$ cat config.mk
export PLATFORM = sky130hd
export DESIGN_NAME = ddr3_app_master
export DESIGN_NICKNAME = d
export VERILOG_FILES = /design/src/rtl/v850_mem_pkg.sv /design/src/rtl/ddr3_app_master.sv
export SDC_FILE = /design/constraint.sdc
export NUM_CORES = 1
export LEC_CHECK = 0
export CAP_MARGIN = 10
export CORE_AREA = 4 4 266 268
export CTS_CLUSTER_DIAMETER = 100
export DETAILED_ROUTE_END_ITERATION = 6
export DIE_AREA = 0 0 270 272
export SETUP_SLACK_MARGIN = 0.1
export SKIP_LAST_GASP = 1
export SYNTH_ARGS = -nofsm -noshare
export SYNTH_HDL_FRONTEND = slang
export SYNTH_SLANG_ARGS = --single-unit
$ cat constraint.sdc
create_clock -name clk -period 7.9 [get_ports clk]
set_input_delay 2.37 -clock clk [delete_from_list [all_inputs] [get_ports clk]]
set_output_delay 2.37 -clock clk [all_outputs]
set_load 0.02 [all_outputs]
$ cat src/rtl/v850_mem_pkg.sv
// Shared types and helpers for the CPU-to-DDR3 application-interface master.
// Holds the state encoding, default command codes and the 32-bit lane helpers.
package v850_mem_pkg;

  typedef enum logic [2:0] {
    INIT,
    IDLE,
    WR_CMD,
    WR_DATA,
    RD_CMD,
    RD_WAIT,
    RESP
  } state_e;

  localparam logic [2:0] CMD_WR_DEF = 3'b000;
  localparam logic [2:0] CMD_RD_DEF = 3'b001;

  // Write one 32-bit word into every lane of a 256-bit beat.
  function automatic logic [255:0] lane_replicate(input logic [31:0] word);
    return {8{word}};
  endfunction

  // Byte mask for a beat: only the bytes of the selected lane may be written.
  function automatic logic [31:0] lane_mask(input logic [3:0] be, input logic [2:0] lane);
    logic [31:0] m;
    m = '1;
    m[{lane, 2'b00} +: 4] = ~be;
    return m;
  endfunction

  function automatic logic [31:0] lane_extract(input logic [255:0] beat, input logic [2:0] lane);
    return beat[{lane, 5'b00000} +: 32];
  endfunction

endpackage

$ cat src/rtl/ddr3_app_master.sv
// Bridges single-word CPU memory requests onto a DDR3 IP application port,
// one BL8 command per request, with a read timeout that returns an error response.
module ddr3_app_master
  import v850_mem_pkg::*;
#(
  parameter int         TIMEOUT_CYCLES = 1024,
  parameter logic [2:0] CMD_WR         = CMD_WR_DEF,
  parameter logic [2:0] CMD_RD         = CMD_RD_DEF
) (
  input  logic         clk,
  input  logic         rst_n,
  input  logic         req_valid,
  output logic         req_ready,
  input  logic         req_we,
  input  logic [31:0]  req_addr,
  input  logic [31:0]  req_wdata,
  input  logic [3:0]   req_be,
  output logic         rsp_valid,
  output logic [31:0]  rsp_rdata,
  output logic         rsp_err,
  input  logic         init_calib_complete,
  input  logic         cmd_ready,
  output logic [2:0]   cmd,
  output logic         cmd_en,
  output logic [28:0]  addr,
  output logic         burst,
  input  logic         wr_data_rdy,
  output logic [255:0] wr_data,
  output logic         wr_data_en,
  output logic         wr_data_end,
  output logic [31:0]  wr_data_mask,
  input  logic [255:0] rd_data,
  input  logic         rd_data_valid,
  input  logic         rd_data_end
);

  localparam int CW = (TIMEOUT_CYCLES > 1) ? $clog2(TIMEOUT_CYCLES) : 1;
  localparam logic [CW-1:0] TMO_LAST = CW'(TIMEOUT_CYCLES - 1);

  state_e        r_state, w_next;
  logic [28:0]   r_addr;
  logic [2:0]    r_lane;
  logic [31:0]   r_wdata;
  logic [3:0]    r_be;
  logic [CW-1:0] r_cnt;
  logic [31:0]   r_rsp_rdata;
  logic          r_rsp_err;

  logic w_accept;
  logic w_rd_hit;
  logic w_timeout;
  logic w_unused_addr_bits;

  assign w_accept           = req_valid && req_ready;
  assign w_rd_hit           = rd_data_valid && rd_data_end;
  assign w_timeout          = (r_cnt == TMO_LAST);
  // Word-aligned and 2 GiB-limited: these address bits never reach the IP.
  assign w_unused_addr_bits = ^{req_addr[31], req_addr[1:0]};

  // NOTE: sequential state uses non-blocking assignments so every register
  // samples pre-edge values regardless of statement order.
  always_ff @(posedge clk or negedge rst_n) begin
    if (!rst_n) r_state <= INIT;
    else        r_state <= w_next;
  end

  // NOTE: w_next gets its default before the case so no path infers a latch.
  always_comb begin
    w_next = r_state;
    unique case (r_state)
      INIT:    if (init_calib_complete) w_next = IDLE;
      IDLE: begin
        if (!init_calib_complete) w_next = INIT;
        else if (req_valid)       w_next = req_we ? WR_CMD : RD_CMD;
      end
      WR_CMD:  if (cmd_ready)   w_next = WR_DATA;
      WR_DATA: if (wr_data_rdy) w_next = RESP;
      RD_CMD:  if (cmd_ready)   w_next = RD_WAIT;
      RD_WAIT: if (w_rd_hit || w_timeout) w_next = RESP;
      RESP:    w_next = IDLE;
      default: w_next = INIT;
    endcase
  end

  // Request latch and response data; the response fields reset on each new
  // request so a write always returns zero data and no error.
  always_ff @(posedge clk or negedge rst_n) begin
    if (!rst_n) begin
      r_addr      <= '0;
      r_lane      <= '0;
      r_wdata     <= '0;
      r_be        <= '0;
      r_rsp_rdata <= '0;
      r_rsp_err   <= 1'b0;
    end else if (w_accept) begin
      r_addr      <= {req_addr[30:5], 3'b000};
      r_lane      <= req_addr[4:2];
      r_wdata     <= req_wdata;
      r_be        <= req_be;
      r_rsp_rdata <= '0;
      r_rsp_err   <= 1'b0;
    end else if (r_state == RD_WAIT) begin
      if (w_rd_hit)       r_rsp_rdata <= lane_extract(rd_data, r_lane);
      else if (w_timeout) r_rsp_err   <= 1'b1;
    end
  end

  // Counts cycles spent in RD_WAIT; saturates at the timeout value.
  always_ff @(posedge clk or negedge rst_n) begin
    if (!rst_n)                  r_cnt <= '0;
    else if (r_state != RD_WAIT) r_cnt <= '0;
    else if (!w_timeout)         r_cnt <= r_cnt + 1'b1;
  end

  assign req_ready    = (r_state == IDLE) && init_calib_complete;
  assign cmd_en       = (r_state == WR_CMD) || (r_state == RD_CMD);
  assign cmd          = (r_state == RD_CMD) ? CMD_RD : CMD_WR;
  assign addr         = r_addr;
  assign burst        = 1'b1;
  assign wr_data      = lane_replicate(r_wdata);
  assign wr_data_en   = (r_state == WR_DATA);
  assign wr_data_end  = (r_state == WR_DATA);
  assign wr_data_mask = (r_state == WR_DATA) ? lane_mask(r_be, r_lane) : '0;
  assign rsp_valid    = (r_state == RESP);
  assign rsp_rdata    = r_rsp_rdata;
  assign rsp_err      = r_rsp_err;

endmodule
Word level (Yosys, flattened, before mapping). Cells that the tools add are included. W data, S select, Z words.

Register bits after elaboration: 111. Input port bits: 333. Logic and storage cells: 64.

$add $sub $neg: 2. Eq/ne operators: 16. Shift operators: 3. Multiplexer cells: 20. Bitwise logic cells: 3. Reductions and logical operators: 12.

Operator list (number): $shiftx A256 B9 Y32 (1); $mux W32 (4); $not A32 Y32 (1); $or A32 B32 Y32 (1); $shift A4 B7 Y32 const A (1); $shiftx A4 B7 Y32 (1); $mux W3 (8); $pmux W3 S7 (1); $mux W10 (2); $ne A2 B2 Y1 const B (6); $add A10 B1 Y10 const B (1); $eq A10 B10 Y1 const B (1); $eq A3 B3 Y1 const B (3); $neg A5 Y7 (1); $eq A3 B2 Y1 const B (2); $ne A3 B3 Y1 const B (2); $reduce_and A6 Y1 (1); $reduce_bool A2 Y1 (3); $mux W1 (5); $not A4 Y4 (1); $eq A3 B1 Y1 const B (1); $logic_and A1 B1 Y1 (3); $logic_not A3 Y1 (1); $reduce_and A3 Y1 (1); 3 further kinds (4).

Depth between registers and ports, before layout.
Depth after elaboration: 5. Mapped depth: 9. Gate-level depth less buffers: 6.

Worst setup path before layout. OpenSTA, ideal clock, no wires.

Path kind: input-to-output. Start: in init_calib_complete. End: out req_ready. Data arrival time: 2.616 ns. Required time: 5.530 ns. Setup slack: 2.914 ns. Stages: 1. Path buffers: 0. Path through: and3_1.

Cells in the longest elaborated chain, start to end: 1.

RTL lines: from (decl) (RTL line ddr3_app_master.sv:21) `input logic init_calib_complete,`; $logic_and A1 B1 Y1 (RTL line ddr3_app_master.sv:115) `assign req_ready = (r_state == IDLE) && init_calib_complete;`; to (decl) (RTL line ddr3_app_master.sv:13) `output logic req_ready,`.

Every way passes these cells.

Worst setup path after layout. Same ends and word-level chain as after synthesis.

==> summary.md <==
| Metric | Value |
|---|---|
| Status | finished, final reports clean |
| Area contributors post-synth | dfrtp_1, buf_4, mux4_2 |
| Most frequent cells in the layout | clkdlybuf4s50_1, dfrtp_1, nand2_1 |
| CP Class | in2out |
| Crit path launch type | input port |
| Die width | 270 um |
| M3 GR Usage | under 10% |
| Post-synthesis sequential area ratio | 32.8% |
| Post-Syn Instances | approximately 760 |
| Antenna violations before repair | 2 |
| Layout cell share with drive strength beyond 1 | 15.4% |
| Unique masters post-synth | 45 |
| Grt ovf | 0 |
| Most used cell, CP | clkdlybuf4s50_1 |
| Reg2Reg Depth | 4 |
| Final Setup Violations | 0 |
| Worst path slowest cell | clkdlybuf4s50_1 |
| Largest net degree at the start of global routing | 66 |
| Clk_skew | between 0.01 and 0.015 ns |
| First drt pass iteration count | 4 |
| Clock buffers created by TritonCTS | 9 |
| Sinks on Clock Net | approximately 110 |
| Detailed Route WL | between 30000 and 40000 um |
| DRC | 0 |
| Period utilization | between 70 and 80% |
| Setup TNS | 0 ns |
| Post-CTS sizing | 0 |
| R2r setup slk | ~5.2 ns |
| Slew Viols, Final | 0 |
| Post-synth ARST share | 100% |
| Area growth syn-to-layout | 74.6% |
| CP cell instances | clkdlybuf4s50_1, and3_1, clkdlybuf4s50_1 |
| Syn Area/Cell | 11.2 sq um |
| Clock transition at path regs | roughly 0.080 ns |
| Biggest area consumer among synthesized cells | dfrtp_1 |
| CP delay by family, top | buffers and inverters |
| CTS tree | built |
| Synth Cell Area | about 8500 sq um |
| Cell row count | 96 |
| Number of synthesized flops with an enable pin | 0 |
| WP data required | 5.53 ns |
| Final WS setup | ~1.9 ns |
| Worst Setup EP | req_ready |
| Core ar. | approximately 68000 sq um |
| Share of the synthesized area in the top cell type | 32.8% |
| Hpwl dp | roughly 30000 um |
| Root buf cell | clkbuf_16 |
| Routability cong. | between 0.8 and 0.9 |
| CP Data Arrival Time | roughly 3.6 ns |
| Peak fanout along the critical path | 4 |
| Worst-case clock buffer depth | 2 |
| Via count | about 7400 |
| Number of global-route vias before repair | 7891 |
| Initial Utilization | 12.4% |
| CP endpoint kind | output pin |
| Crit-path max cell delay | 0.60 ns |
| Worst-margin pin slew | approximately 1.1 ns |
| Met2 GRT Util | between 10% and 20% |
| Hold_ws | ~0.47 ns |
| IO Count | slightly below 700 |
| Post-Route Utilization | 21.6% |
| Hold crit path type | reg2reg |
| # fillers | about 7300 |
| GRT busiest layer | met2 |
| Total die area | 73400 sq um |
| Total global-route track usage | under 10% |
| Hold buffer count at CTS | 0 |
| Area post-placement | 14500 sq um |
| First-pass GRT wire length | between 50000 and 60000 um |
| CP startpoint | init_calib_complete |
| R2R Path Start | r_lane[1] |
| Min cycle time layout | 6.01 ns |
| RSZ-0062 raised after global routing | false |
| Final #Nets | ~1500 |
| Iter 0 DRT Violations | 196 |
| Stages on worst setup path | 3 |
| Final hold viol count | 0 |
| Leading cell type in the layout, fill and taps excluded | clkdlybuf4s50_1 |
| Max Cap Violations | 0 |
| YS warnings | 0 |
| Setup Fix Bufs, Post-CTS | 0 |
| Die height | roughly 270 um |
| Synthesized flop and latch total | 111 |
| Ys flop type | dfrtp_1 |
| Met1 usage | under 10% |
| Antenna-violating nets left | 0 |
| PD cells | roughly 400 nW/um^2 |
| Multi-input gate area | roughly 3700 sq um |
| CTS H-tree depth | 3 |
| Fmax | approximately 170 MHz |
| Via density | between 3 and 4 |
| Skew-Pair Late Insertion Delay | 0.39 ns |
| Storage cell area | roughly 2800 sq um |
| DP Worst Slack | 1.89 ns |
| RR Endpoint | rsp_rdata[1] |
| Rel. slew slack | approximately a quarter |
| Post-route cell area | between 10000 and 15000 sq um |
| IR drop worst, VDD | 0.159 mV |
| P_leak | 5.55 nW |
| Routed wire per std cell | approximately 17 um |
| Number of buffers added on ports | a little under 700 |
| Worst path bufs/invs | 2 |
[layer usage]
metal | part of all wire, % | wire, um | up-vias
li1 | - | - | 3299
met1 | 35 | 12800 | 3566
met4 | 4.0 | 1440 | 2
met5 | 0.050 | 18 | -
met2 | 52 | 18600 | 492
met3 | 9.2 | 3330 | 60
[cells in the mapped netlist (4+ instances only)]
library cell / n
dfrtp_1: 111
or2_2: 4
buf_4: 237
inv_1: 6
a22oi_2: 17
nor3_1: 7
a31oi_1: 6
clkbuf_1: 10
and3_1: 4
ha_1: 7
nand2b_1: 10
a22oi_1: 16
xnor2_1: 4
nand3_1: 4
buf_6: 7
nor2_1: 11
buf_2: 14
a21oi_1: 38
mux2_2: 65
nor2b_1: 4
and2_1: 6
nand2_1: 72
mux4_2: 65
[where the power goes]
part	switching (W)	internal (W)
combinational	0.00201	0.00210
sequential	0.000379	0.000829
clock	0.000282	0.000226
[worst min-delay path, delay by kind of cell, from the launching register on]
kind / cells / cell delay [ns]
flops: 1 / 0.35
simple gates: 2 / 0.10
[cell families (layout without fill, tap and decap cells)]
logic type	after synthesis	after routing	synth area share, %
XOR/XNOR	5	5	0.518
other	2	7	0.0888
AND/OR/NAND/NOR	137	137	7.90
adder cells (fa/ha/maj)	7	7	1.04
flip-flops	111	111	32.8
AO/OA/AOI/OAI	85	85	7.41
multiplexers	130	130	26.0
buffers and inverters	279	711	24.2
[sequential cells by signal (all words and copies together), names as in the netlist]
register	cells
r_be	4
rsp_err	1
r_lane	3
r_state	3
r_wdata	32
r_cnt	10
addr	26
rsp_rdata	32
[stage by stage]
stage	power, W	cells
CTS	0.00595	2074
detailed placement	0.00538	2058
global placement	0.00536	2058
floorplan	0.00403	760
global route	0.00617	2075
finish	0.00582	2075
[how the worst min path moves through the flow]
stage	start	end	depth (start not counted)
after floorplan	r_cnt[2]	r_cnt[2]	1
after detailed placement	rsp_rdata[10]	rsp_rdata[10]	2
after global placement	rsp_rdata[28]	rsp_rdata[28]	2
final	rsp_rdata[14]	rsp_rdata[14]	2
after global routing	rsp_rdata[14]	rsp_rdata[14]	2
after CTS	rsp_rdata[14]	rsp_rdata[14]	2
[cell type report]
cell class	instances	share of cell area, %
multi-input cells	370	24.9
clock buffers	9	1.53
repair buffers	689	46.6
inverters	6	0.153
clock inverters	7	0.508
well taps	882	7.47
flip-flops and latches	111	18.8
diodes	1	0.0169
Note: power is estimated with default switching activity, not from simulation.
